## config.mk

```make
export PLATFORM = sky130hd
export DESIGN_NAME = match_vector_player
export DESIGN_NICKNAME = d
export VERILOG_FILES = /design/src/rtl/match_pkg.sv /design/src/rtl/dwell_timer.sv /design/src/rtl/match_vector_player.sv
export SDC_FILE = /design/constraint.sdc
export NUM_CORES = 1
export LEC_CHECK = 0
export ABC_AREA = 1
export CORE_ASPECT_RATIO = 1.2
export CORE_MARGIN = 3
export CORE_UTILIZATION = 59
export CTS_CLUSTER_DIAMETER = 100
export CTS_CLUSTER_SIZE = 20
export DETAILED_ROUTE_END_ITERATION = 6
export PLACE_DENSITY = 0.8
export SLEW_MARGIN = 10
export SYNTH_ARGS = -nofsm -noshare
export SYNTH_HDL_FRONTEND = slang
export SYNTH_SLANG_ARGS = --single-unit
export TNS_END_PERCENT = 10
```

## constraint.sdc

```tcl
create_clock -name clk -period 3.45 [get_ports clk]
set_clock_uncertainty 0.2 [all_clocks]
set_input_delay 0.69 -clock clk [delete_from_list [all_inputs] [get_ports clk]]
set_output_delay 0.69 -clock clk [all_outputs]
set_load 0.005 [all_outputs]
```

## src/rtl/match_pkg.sv

```systemverilog
// Shared types and the fixed 8-step stimulus table for match_vector_player.
// Expected column is the 2-of-3 majority of {A,B,C}.
package match_pkg;

  typedef enum logic [1:0] {
    IDLE  = 2'd0,
    DRIVE = 2'd1,
    DONE  = 2'd2
  } state_t;

  localparam int NUM_STEPS = 8;
  // 15 dwell units x 255 ticks = 3825 cycles fits in 12 bits
  localparam int TIMER_W   = 12;

  localparam logic [2:0] STEP_VEC [NUM_STEPS] = '{
    3'b000, 3'b100, 3'b110, 3'b010, 3'b011, 3'b111, 3'b101, 3'b001
  };

  localparam logic [3:0] STEP_DWELL [NUM_STEPS] = '{
    4'd4, 4'd1, 4'd1, 4'd1, 4'd1, 4'd2, 4'd1, 4'd1
  };

  localparam logic STEP_EXP [NUM_STEPS] = '{
    1'b0, 1'b0, 1'b1, 1'b0, 1'b1, 1'b1, 1'b1, 1'b0
  };

  function automatic logic [TIMER_W-1:0] dwell_load(input logic [3:0] dwell,
                                                    input logic [7:0] tick_div);
    logic [TIMER_W-1:0] w_prod;
    w_prod = TIMER_W'(dwell) * TIMER_W'(tick_div);
    return w_prod - TIMER_W'(1);
  endfunction

endpackage

```

## src/rtl/dwell_timer.sv

```systemverilog
// Loadable down-counter; o_zero marks the last cycle of a dwell.
// Load takes priority over counting; the counter parks at zero.
module dwell_timer #(
  parameter int W = 12
) (
  input  logic         clk,
  input  logic         rst,
  input  logic         i_load,
  input  logic [W-1:0] i_load_val,
  output logic         o_zero
);

  logic [W-1:0] r_cnt;

  always_ff @(posedge clk or posedge rst) begin
    if (rst) begin
      r_cnt <= '0;
    end else if (i_load) begin
      r_cnt <= i_load_val;
    end else if (r_cnt != '0) begin
      r_cnt <= r_cnt - W'(1);
    end
  end

  assign o_zero = (r_cnt == '0);

endmodule

```

## src/rtl/match_vector_player.sv

```systemverilog
// Replays the 8-step {A,B,C} table into a match4 DUT and checks Y at the end of each dwell.
// Optional macro MATCH_FAIL_LOG_EN adds the fail_step port (first failing step index).
module match_vector_player
  import match_pkg::*;
#(
  parameter int unsigned TICK_DIV = 5
) (
  input  logic       clk,
  input  logic       rst,
  input  logic       start,
  input  logic       y,
  output logic       a,
  output logic       b,
  output logic       c,
  output logic       busy,
  output logic       done,
  output logic       pass,
  output logic [3:0] mismatch_cnt
`ifdef MATCH_FAIL_LOG_EN
  ,
  output logic [2:0] fail_step
`endif
);

  state_t             r_state, w_state_nxt;
  logic [2:0]         r_step, w_step_nxt, w_step_inc;
  logic [2:0]         r_vec, w_vec_nxt;
  logic               r_busy, w_busy_nxt;
  logic               r_done, w_done_nxt;
  logic               r_pass, w_pass_nxt;
  logic [3:0]         r_cnt, w_cnt_nxt, w_cnt_inc;
  logic               w_mis;
  logic               w_load;
  logic [TIMER_W-1:0] w_load_val;
  logic               w_zero;
`ifdef MATCH_FAIL_LOG_EN
  logic [2:0]         r_fail_step, w_fail_step_nxt;
`endif

  dwell_timer #(.W(TIMER_W)) u_dwell_timer (
    .clk        (clk),
    .rst        (rst),
    .i_load     (w_load),
    .i_load_val (w_load_val),
    .o_zero     (w_zero)
  );

  always_ff @(posedge clk or posedge rst) begin
    if (rst) begin
      r_state     <= IDLE;
      r_step      <= '0;
      r_vec       <= '0;
      r_busy      <= 1'b0;
      r_done      <= 1'b0;
      r_pass      <= 1'b0;
      r_cnt       <= '0;
`ifdef MATCH_FAIL_LOG_EN
      r_fail_step <= '0;
`endif
    end else begin
      r_state     <= w_state_nxt;
      r_step      <= w_step_nxt;
      r_vec       <= w_vec_nxt;
      r_busy      <= w_busy_nxt;
      r_done      <= w_done_nxt;
      r_pass      <= w_pass_nxt;
      r_cnt       <= w_cnt_nxt;
`ifdef MATCH_FAIL_LOG_EN
      r_fail_step <= w_fail_step_nxt;
`endif
    end
  end

  always_comb begin
    w_state_nxt = r_state;
    w_step_nxt  = r_step;
    w_vec_nxt   = r_vec;
    w_busy_nxt  = r_busy;
    w_done_nxt  = 1'b0;
    w_pass_nxt  = r_pass;
    w_cnt_nxt   = r_cnt;
    w_load      = 1'b0;
    w_load_val  = dwell_load(STEP_DWELL[0], 8'(TICK_DIV));
    w_step_inc  = r_step + 3'd1;
    w_mis       = (y != STEP_EXP[r_step]);
    w_cnt_inc   = r_cnt + 4'(w_mis);
`ifdef MATCH_FAIL_LOG_EN
    w_fail_step_nxt = r_fail_step;
`endif

    unique case (r_state)
      IDLE: begin
        if (start) begin
          w_state_nxt = DRIVE;
          w_step_nxt  = 3'd0;
          w_vec_nxt   = STEP_VEC[0];
          w_busy_nxt  = 1'b1;
          w_pass_nxt  = 1'b0;
          w_cnt_nxt   = '0;
          w_load      = 1'b1;
`ifdef MATCH_FAIL_LOG_EN
          w_fail_step_nxt = '0;
`endif
        end
      end
      DRIVE: begin
        // Timer at zero is the last cycle of the step: y has settled on this vector.
        if (w_zero) begin
          w_cnt_nxt = w_cnt_inc;
`ifdef MATCH_FAIL_LOG_EN
          if (w_mis && (r_cnt == '0)) begin
            w_fail_step_nxt = r_step;
          end
`endif
          if (r_step != 3'(NUM_STEPS - 1)) begin
            w_step_nxt = w_step_inc;
            w_vec_nxt  = STEP_VEC[w_step_inc];
            w_load     = 1'b1;
            w_load_val = dwell_load(STEP_DWELL[w_step_inc], 8'(TICK_DIV));
          end else begin
            w_state_nxt = DONE;
            w_done_nxt  = 1'b1;
            w_busy_nxt  = 1'b0;
            w_vec_nxt   = '0;
            w_pass_nxt  = (w_cnt_inc == '0);
          end
        end
      end
      DONE: begin
        w_state_nxt = IDLE;
      end
      default: begin
        w_state_nxt = IDLE;
      end
    endcase
  end

  assign a            = r_vec[2];
  assign b            = r_vec[1];
  assign c            = r_vec[0];
  assign busy         = r_busy;
  assign done         = r_done;
  assign pass         = r_pass;
  assign mismatch_cnt = r_cnt;
`ifdef MATCH_FAIL_LOG_EN
  assign fail_step    = r_fail_step;
`endif

endmodule

```

==> impl_metrics.csv <==
group,metric,value,unit
cts,cts_resized,0,
yosys,syn_area,1988,sq um
sta,finalCriticalPeriod,3.018,ns
global_routing,met3_usage,0.02607,
pwr,power_density,214.6,nW/um^2
layout,diodes,0,
global_routing,grt_pass1_vias,1582,
routing,drt_iter0_drc,55,
yosys,synth_common_cells,"nand2_1 (75), inv_1 (31), dfrtp_1 (27)",
global_routing,grt_usage,0.2155,
routing,viasPerCell,5.297,
global_routing,grt_first_pass_wirelength,6893,microns
die,num_rows,22,
routing,ant_nets,0,
yosys,ys.flop_type,"dfrtp_1",
flow_run,maxCapViolCount,0,
sta,timing.final.max_slew_violations,0,
place,placedInstanceArea,2166,sq um
yosys,synth_fp_nets,275,
worst_hold_path,hp-class,"flop to flop",
sta,max_clock_freq,0.3314,GHz
setup_path,cp.arrival,3.09,ns
layout,drive_above_1_share,0.1241,
yosys,synth_top_area_share,0.3398,
global_routing,grtUsageMet1,0.2949,
setup_path,crit_path_top_delay_cell,"dfrtp_1",
setup_path,path_max_fanout,6,
setup_path,startpoint_type,"flop",
yosys,syn_avg_cell_area,7.736,sq um
sta,post-route-period-util,0.8746,
setup_path,cp.required,3.52,ns
routing,dr_total_vias,1642,
global_routing,busiest_layer,"met2",
yosys,synth-edff-count,0,
yosys,synth_area_leaders,"dfrtp_1 (34%), nand2_1 (14%), ha_1 (8.8%)",
pwr,ir_drop,0.0001742,V
sta,tightest_slew,0.3803,ns
cts,clk_path_buf_depth,2,
cts,cts_tree,"done",
place,dp_hpwl,3005,microns
global_routing,grt_overflow_total,0,
sta,finalSetupTns,0,ns
cts,cts_buffers,3,
die,die_area,4105,sq um
yosys,async_flop_share,1.000,
layout,fin_nets,293,
setup_path,criticalPathCategory,"flop to flop",
routing,wl_per_cell,12.49,microns
sta,rsz0062_at_grt,"false",
die,die_y,69.59,microns
cts,cts_setup_buffers,0,
cts,holdBufCountCts,0,
die,num_io_pins,14,
cts,insertion_delay,0.34,ns
cts,root_buffer,"clkbuf_4",
setup_path,cpMostUsedCell,"nand2_1",
yosys,post-synth-top-area-cell,"dfrtp_1",
sta,hold-worst-slack,0.3049,ns
place,buffer_ports.inserted,13,
setup_path,endpoint_kind,"flop",
cts,path_clk_slew,0.15,ns
yosys,synth.most_common_cell,"nand2_1",
sta,finalSetupViolCount,0,
cts,cts-htree-levels,1,
setup_path,cpPeakStageDelay,0.46,ns
yosys,yosysUniqueCellTypes,27,
die,die_w,58.99,microns
yosys,yosysWarnings,0,
die,initial_core_util,0.6336,
global_routing,met2_usage,0.3378,
die,core,3138,sq um
global_routing,grt_max_degree,28,
layout,finalInstanceArea,2193,sq um
yosys,synth_seq_cells,27,
cts,clock_sinks,27,
routing,drt_first_pass_iters,4,
yosys,ys_seq_area_frac,0.3398,
routing,drc,0,
global_routing,antenna_found_initial,0,
routing,wl,3873,microns
setup_path,path_cells,"ha_1, ha_1, inv_1, nand2_1, nand2_1, inv_1, ha_1, xor2_1, inv_1, ha_1, inv_1, nand2_1, nand2_1, nand2_1, nand2_1, nand3_2, a21oi_1",
pwr,p_leak,1.244,nW
layout,area_growth,10.32,%
place,gp_congestion,0.9167,
sta,hold_violations,0,
run_status,status,"finished, final reports clean",
sta,slew_headroom,0.7456,
yosys,syn_inst,257,
layout,fin_util,0.6990,
[per-layer routing]
layer  vias up  share of wire  routed length, microns
li1        858              -                       -
met5         -              0                       0
met3         5          0.028                     110
met2        35           0.49                    1892
met1       744           0.46                    1800
met4         0          0.018                      70
[layout make-up]
cell class / instances / area (sq um)
clock inverter: 1 / 5.005
inverter: 36 / 136.4
timing repair buffer: 14 / 137.6
multi-input combinational: 193 / 1171
clock buffer: 3 / 22.52
fill: 262 / 944.7
sequential: 27 / 675.6
tap: 36 / 45.04
[state kept, by name (all words and copies together) (netlist names)]
| name | flops |
|---|---|
| r_vec | 3 |
| u_dwell_timer.r_cnt | 12 |
| r_state | 2 |
| mismatch_cnt | 4 |
| pass | 1 |
| r_step | 3 |
| done | 1 |
| busy | 1 |
[cells in the final DEF (no fill, tap or decap), types with 3 or more instances in the layout]
cell	instances
nand2_2	4
xor2_1	6
nor2_8	3
nor2_1	20
inv_2	4
nand3_1	24
ha_1	14
clkdlybuf4s50_1	13
nand3b_1	5
dfrtp_1	27
o21ai_0	6
nor2_4	4
nand2_1	75
inv_1	31
clkbuf_4	3
nand3_4	3
a21oi_1	11
nand2_4	3
xnor2_1	3
nand4_1	4
[where the power goes]
group | internal, mW | leakage [nW] | switching, mW
logic | 0.00482 | 0.927 | 0.00784
clock network | 0.0437 | 0.0177 | 0.0978
registers | 0.317 | 0.299 | 0
[worst max-delay path: cells and delay by family, from the launching register on]
family,cells,cell delay [ns]
AO/OA/AOI/OAI,1,0.16
XOR/XNOR,1,0.16
adder cells (fa/ha/maj),4,1.10
buffers and inverters,4,0.28
flip-flops,1,0.46
AND/OR/NAND/NOR,7,0.61
[cells by family after synthesis]
group / after synthesis / synth area share
AND/OR/NAND/NOR: 149 / 0.4015
buffers and inverters: 37 / 0.07111
flip-flops: 27 / 0.3398
AO/OA/AOI/OAI: 21 / 0.05979
adder cells (fa/ha/maj): 14 / 0.08811
XOR/XNOR: 9 / 0.03965
[per-stage QoR]
| stage | instances | total power, mW | setup WS (ns) |
|---|---|---|---|
| 5_1_grt | 310 | 0.4875 | 0.07733 |
| 3_5_place_dp | 306 | 0.3355 | 0.4859 |
| 4_1_cts | 310 | 0.4767 | 0.4349 |
| 3_3_place_gp | 306 | 0.3353 | 0.5875 |
| 6_report | 310 | 0.4707 | 0.4325 |
| 2_1_floorplan | 257 | 0.3289 | 0.7063 |
[final timing paths]
check | from | endpoint | cells after the start | slack, ns
max in group asynchronous | rst | u_dwell_timer.r_cnt[5] | 3 | 2.29
min | busy | busy | 2 | 0.30
min reg2reg | busy | busy | 2 | 0.30
max reg2reg | r_step[0] | u_dwell_timer.r_cnt[8] | 17 | 0.43
max | r_step[0] | u_dwell_timer.r_cnt[8] | 17 | 0.43
min in group asynchronous | rst | pass | 3 | 0.48
(Power assumes the default switching activity.)
